<file path="config.mk">
export PLATFORM = sky130hd
export DESIGN_NAME = bram_fifo_reader
export DESIGN_NICKNAME = d
export VERILOG_FILES = /design/src/rtl/bram_fifo_reader_pkg.sv /design/src/rtl/bram_fifo_reader_queue.sv /design/src/rtl/bram_fifo_reader.sv
export SDC_FILE = /design/constraint.sdc
export NUM_CORES = 1
export LEC_CHECK = 0
export CAP_MARGIN = 20
export CELL_PAD_IN_SITES_DETAIL_PLACEMENT = 1
export CELL_PAD_IN_SITES_GLOBAL_PLACEMENT = 2
export CORE_MARGIN = 1.5
export CORE_UTILIZATION = 40
export CTS_CLUSTER_DIAMETER = 100
export DETAILED_ROUTE_END_ITERATION = 8
export DONT_BUFFER_PORTS = 1
export GPL_ROUTABILITY_DRIVEN = 0
export PLACE_DENSITY_LB_ADDON = 0.15
export SLEW_MARGIN = 10
export SYNTH_ARGS = -nofsm -noshare
export SYNTH_HDL_FRONTEND = slang
export SYNTH_SLANG_ARGS = --single-unit
export TNS_END_PERCENT = 1
</file>
<file path="constraint.sdc">
create_clock -name clock -period 24.2 [get_ports clock]
set_input_delay 3.63 -clock clock [delete_from_list [all_inputs] [get_ports clock]]
set_output_delay 3.63 -clock clock [all_outputs]
set_load 0.01 [all_outputs]
</file>
<file path="src/rtl/bram_fifo_reader_pkg.sv">
// bram_fifo_reader_pkg
//   Shared constants and helpers for the BRAM FIFO read-side controller.
//   READ_LATENCY : RAM read latency in cycles (registered read port)
//   QUEUE_DEPTH  : entries in the output skid queue
//   QCNT_W       : width of the queue occupancy count (0..QUEUE_DEPTH)
//   ptr_t        : pointer type for the default ABITS=9 configuration
//   occupancy()  : modular pointer difference; callers keep the low ABITS+1 bits
package bram_fifo_reader_pkg;

    localparam int READ_LATENCY  = 2;
    localparam int QUEUE_DEPTH   = 4;
    localparam int QCNT_W        = $clog2(QUEUE_DEPTH + 1);
    localparam int DEFAULT_ABITS = 9;

    typedef logic [DEFAULT_ABITS:0] ptr_t;

    // Pointers wrap mod 2**(ABITS+1); the low ABITS+1 bits of a 32-bit
    // difference equal the modular difference, so one helper covers all widths.
    function automatic logic [31:0] occupancy(input logic [31:0] a, input logic [31:0] b);
        return a - b;
    endfunction

endpackage

</file>
<file path="src/rtl/bram_fifo_reader_queue.sv">
// bram_fifo_reader_queue
//   4-entry register FIFO that absorbs words returning from the RAM.
//   clock, reset   : rising-edge clock, asynchronous active-high reset
//   push/push_data : write one word at the clock edge
//   pop            : drop the head entry at the clock edge (caller ensures count != 0)
//   head           : current head word (zero after reset)
//   count          : number of valid entries, 0..QUEUE_DEPTH
module bram_fifo_reader_queue
    import bram_fifo_reader_pkg::*;
#(
    parameter int DBITS = 64
) (
    input  logic              clock,
    input  logic              reset,
    input  logic              push,
    input  logic [DBITS-1:0]  push_data,
    input  logic              pop,
    output logic [DBITS-1:0]  head,
    output logic [QCNT_W-1:0] count
);

    localparam int IW = $clog2(QUEUE_DEPTH);

    logic [QUEUE_DEPTH-1:0][DBITS-1:0] mem;
    logic [IW-1:0]                     wr_idx;
    logic [IW-1:0]                     rd_idx;

    assign head = mem[rd_idx];

    always_ff @(posedge clock or posedge reset) begin
        if (reset) begin
            mem    <= '0;
            wr_idx <= '0;
            rd_idx <= '0;
            count  <= '0;
        end else begin
            if (push) begin
                mem[wr_idx] <= push_data;
                wr_idx      <= wr_idx + 1'b1;
            end
            if (pop) begin
                rd_idx <= rd_idx + 1'b1;
            end
            case ({push, pop})
                2'b10:   count <= count + 1'b1;
                2'b01:   count <= count - 1'b1;
                default: count <= count;
            endcase
        end
    end

    // The issuer's credit rule keeps a push away from a full queue.
    a_no_overflow: assert property (@(posedge clock) disable iff (reset)
        !(push && count == QCNT_W'(QUEUE_DEPTH)));

endmodule

</file>
<file path="src/rtl/bram_fifo_reader.sv">
// bram_fifo_reader
//   Read-side controller for a FIFO on a dual-port BRAM with 2-cycle read
//   latency. Issues reads while the writer's pointer is ahead, tracks reads in
//   flight, and buffers returned words so the consumer sees a full-rate stream.
//   clock, reset : sole clock (rising edge), asynchronous active-high reset
//   w_ptr        : writer pointer (MSB = wrap bit), one past the last written word
//   r_addr       : RAM read address, driven every cycle
//   r_data       : RAM read data, valid two cycles after r_addr
//   o_data/o_valid/o_ready : output stream, transfer on o_valid && o_ready
//   r_ptr        : consumed pointer returned to the writer for full detection
//   o_level      : (only with BRAM_FIFO_READER_LEVEL_EN) registered w_ptr - r_ptr
module bram_fifo_reader
    import bram_fifo_reader_pkg::*;
#(
    parameter int ABITS = 9,
    parameter int DBITS = 64
) (
    input  logic             clock,
    input  logic             reset,
    input  logic [ABITS:0]   w_ptr,
    output logic [ABITS-1:0] r_addr,
    input  logic [DBITS-1:0] r_data,
    output logic [DBITS-1:0] o_data,
    output logic             o_valid,
    input  logic             o_ready,
    output logic [ABITS:0]   r_ptr
`ifdef BRAM_FIFO_READER_LEVEL_EN
    ,
    output logic [ABITS:0]   o_level
`endif
);

    logic [ABITS:0]            issue_ptr;
    logic [READ_LATENCY-1:0]   vld_pipe;
    logic [QCNT_W-1:0]         inflight;
    logic [QCNT_W-1:0]         q_count;
    logic                      empty;
    logic                      issue;
    logic                      push;
    logic                      pop;

    // Reads in flight; together with the queue count this is the credit in use.
    always_comb begin
        inflight = '0;
        for (int i = 0; i < READ_LATENCY; i++) begin
            inflight = inflight + QCNT_W'(vld_pipe[i]);
        end
    end

    // A same-cycle pop earns no credit: this keeps the path from o_ready off
    // the issue logic at the cost of nothing in steady state (3 of 4 credits).
    assign empty   = (w_ptr == issue_ptr);
    assign issue   = !empty &&
                     (({1'b0, q_count} + {1'b0, inflight}) < (QCNT_W + 1)'(QUEUE_DEPTH));
    assign push    = vld_pipe[READ_LATENCY-1];
    assign o_valid = (q_count != '0);
    assign pop     = o_valid && o_ready;
    assign r_addr  = issue_ptr[ABITS-1:0];

    always_ff @(posedge clock or posedge reset) begin
        if (reset) begin
            issue_ptr <= '0;
            r_ptr     <= '0;
            vld_pipe  <= '0;
        end else begin
            if (issue) begin
                issue_ptr <= issue_ptr + 1'b1;
            end
            if (pop) begin
                r_ptr <= r_ptr + 1'b1;
            end
            vld_pipe <= {vld_pipe[READ_LATENCY-2:0], issue};
        end
    end

    bram_fifo_reader_queue #(
        .DBITS (DBITS)
    ) u_queue (
        .clock     (clock),
        .reset     (reset),
        .push      (push),
        .push_data (r_data),
        .pop       (pop),
        .head      (o_data),
        .count     (q_count)
    );

`ifdef BRAM_FIFO_READER_LEVEL_EN
    logic [31:0] level_d;

    assign level_d = occupancy(32'(w_ptr), 32'(r_ptr));

    always_ff @(posedge clock or posedge reset) begin
        if (reset) begin
            o_level <= '0;
        end else begin
            o_level <= level_d[ABITS:0];
        end
    end
`endif

endmodule

</file>
==> flow_metrics.tcl <==
set metrics [dict create \
    grt_max_degree 135 \
    drive_gt1_share_pct 51.25 \
    ant_nets 0 \
    hold_path.class "reg -> reg" \
    drc 0 \
    grt_pass1_vias 7504 \
    h-tree-depth 1 \
    start_util_pct 40.61 \
    critPathMaxFanout 35 \
    clock-sinks 285 \
    crit_arrival_ns 2.80 \
    core_um2 30590 \
    grt_pass1_wl_um 42140 \
    dieHeight_um 179.2 \
    dp_hpwl_um 16300 \
    synth_warnings 0 \
    switching_share_pct 32.14 \
    routedWlPerCell_um 23.14 \
    hold_viol_final 0 \
    synth_cells 747 \
    layout_commonest_cell "dfrtp_1" \
    fin_crit_sh_pct 26.59 \
    fmax_mhz 155.4 \
    syn_nets 833 \
    final_cell_mix "dfrtp_1 (283), mux2_2 (258), mux4_2 (64), clkbuf_16 (31), xnor2_1 (18)" \
    routed_wl_um 26770 \
    clock_power_share_pct 22.4 \
    n_antenna_cell 0 \
    setup_viol 0 \
    tritoncts "done" \
    worstSetupStartpointType "flop" \
    crit_required_ns 20.57 \
    clkSlewWorstSetupHoldPaths_ns 0.06 \
    grt_overflow 0 \
    antenna_found_initial 0 \
    tns_ns 0 \
    ir_drop_v 0.00006446 \
    clockBufferDepth 3 \
    crit_path_max_incr_delay_ns 0.93 \
    ys_types 28 \
    p_leak_nw 5.774 \
    path_cells "buf_4, mux4_2" \
    synthesis.area_um2 12420 \
    worst_slew_margin_rel_pct 27.53 \
    ys_ff_latch 285 \
    fin_crit_ns 6.434 \
    dr.pass1.iters 4 \
    first_iter_violations 211 \
    seq_area_frac_synth_pct 57.41 \
    pwr-share-comb_pct 36.6 \
    nNetsFinal 825 \
    rows 64 \
    p_int_w 0.001464 \
    clock_latency_ns 0.54 \
    synthToLayoutAreaGrowth_pct 11.91 \
    via_count 6370 \
    rsz0062_at_grt "false" \
    final.fill_count 2891 \
    yosysTopAreaCell "dfrtp_1" \
    crit_path_top_delay_cell "dfrtp_4" \
    critPathKind "reg -> out" \
    die_w_um 179.2 \
    slew_viol_final 0 \
    ys.flop_type "dfrtp_1" \
    synthArstFlopShare_pct 100.0 \
    synthTopCellsByArea "dfrtp_1 (57%), mux2_2 (23%), mux4_2 (12%)" \
    ctsResizeCount 0 \
    setup_ws_ns 17.77 \
    synth.avg_cell_area_um2 16.63 \
    p_switching_w 0.0006935 \
    io_buffers 0 \
    worstMarginPinSlew_ns 1.087 \
    place_ws_ns 18.22 \
    gr-usage-all-layers_pct 17.03 \
    avgViaCountPerCell 5.506 \
    cts_buffers 31 \
    outcome "finished, final reports clean" \
    post-cts-setup-buffers 0 \
    fin_skew_ns 0.008083 \
    ctsHoldBuffers 0 \
    clockRootBuffer "clkbuf_16" \
    synth_top_area_share_pct 57.41 \
    maxCapViolCount 0 \
    pwr-share-seq_pct 41.0 \
    die_area_um2 32120 \
    endpoint_kind "primary output" \
    num_io_pins 161 \
    powerDensity_nw_per_um2 155.2 \
    synth-edff-count 0 \
]
-- cells by family after synthesis --
family                     Yosys count  share of synthesized area, %
muxes                              323                         35.07
buffers and inverters               57                         2.447
and+or+nand+nor                     34                         1.450
AOI/OAI and AO/OA                    5                        0.2618
adders and majority gates            9                        0.9669
xor gates and xnor gates            34                         2.397
DFF                                285                         57.41
-- state kept, by name, summed over array words and instances (netlist names) --
signal / count
u_queue.mem: 256
issue_ptr: 10
r_ptr: 10
u_queue.count: 3
u_queue.rd_idx: 2
u_queue.wr_idx: 2
vld_pipe: 2
-- per-stage QoR --
step	util, %	cell area (um2)	hold slack (ns)	std cells	power, W
after floorplan	-	12420	0.3597	747	0.001499
after global placement	41.57	12720	0.3757	1097	0.001640
after detailed placement	41.66	12740	0.3782	1098	0.001696
after CTS	45.12	13800	0.3880	1153	0.002191
after global routing	45.45	13900	0.3999	1157	0.002291
final	45.45	13900	0.3879	1157	0.002158
-- worst max-delay path: cells and delay by family, from the launching register on --
kind     cells  cell delay, ns
mux          1            0.65
buf+inv      1            0.66
flops        1            0.93
-- Yosys cell counts (all sizes together) (2+ instances only) --
cell / number
buf: 49
ha: 8
nand3: 8
mux4: 64
xor2: 16
and3: 4
nor4: 2
xnor2: 18
nand2: 9
nand4: 5
inv: 7
nor2: 2
mux2: 258
and2: 2
dfrtp: 285
-- final timing paths --
kind / slack [ns] / from / to / cells after the start
worst max-delay path: 17.77 / u_queue.rd_idx[1] / o_data[18] / 2
worst min-delay path: 0.39 / vld_pipe[0] / vld_pipe[1] / 0
worst max register to register: 21.85 / u_queue.count[0] / issue_ptr[1] / 5
worst min register to register: 0.39 / vld_pipe[0] / vld_pipe[1] / 0
max in group asynchronous: 19.45 / reset / u_queue.rd_idx[0] / 2
min in group asynchronous: 3.11 / reset / u_queue.mem[106] / 1
-- power groups by stage --
stage,Combinational (W),Sequential (W),Clock (W)
after floorplan,0.000688,0.000811,0
after global placement,0.000761,0.000879,0
after detailed placement,0.000800,0.000896,0
after CTS,0.000803,0.000888,0.000500
after global routing,0.000855,0.000921,0.000515
final,0.000790,0.000886,0.000483
-- per-layer routing --
metal	up-vias	track usage (%)	wire, um
met5	-	0	0
met4	0	4.339	588
met3	35	4.283	1563
met2	142	29.95	13790
met1	3473	20.84	10820
li1	2720	-	-
-- cell type report --
class / instances / area, um2 / share of cell area [%]
Timing Repair Buffer: 9 / 160.2 / 1.152
Inverter: 7 / 33.78 / 0.2430
Clock inverter: 13 / 170.2 / 1.224
Tap cell: 396 / 495.5 / 3.564
Clock buffer: 42 / 887.1 / 6.381
Sequential cell: 285 / 7139 / 51.35
Multi-Input combinational cell: 405 / 5017 / 36.09
No activity file was read; power rests on OpenSTA's default activity.
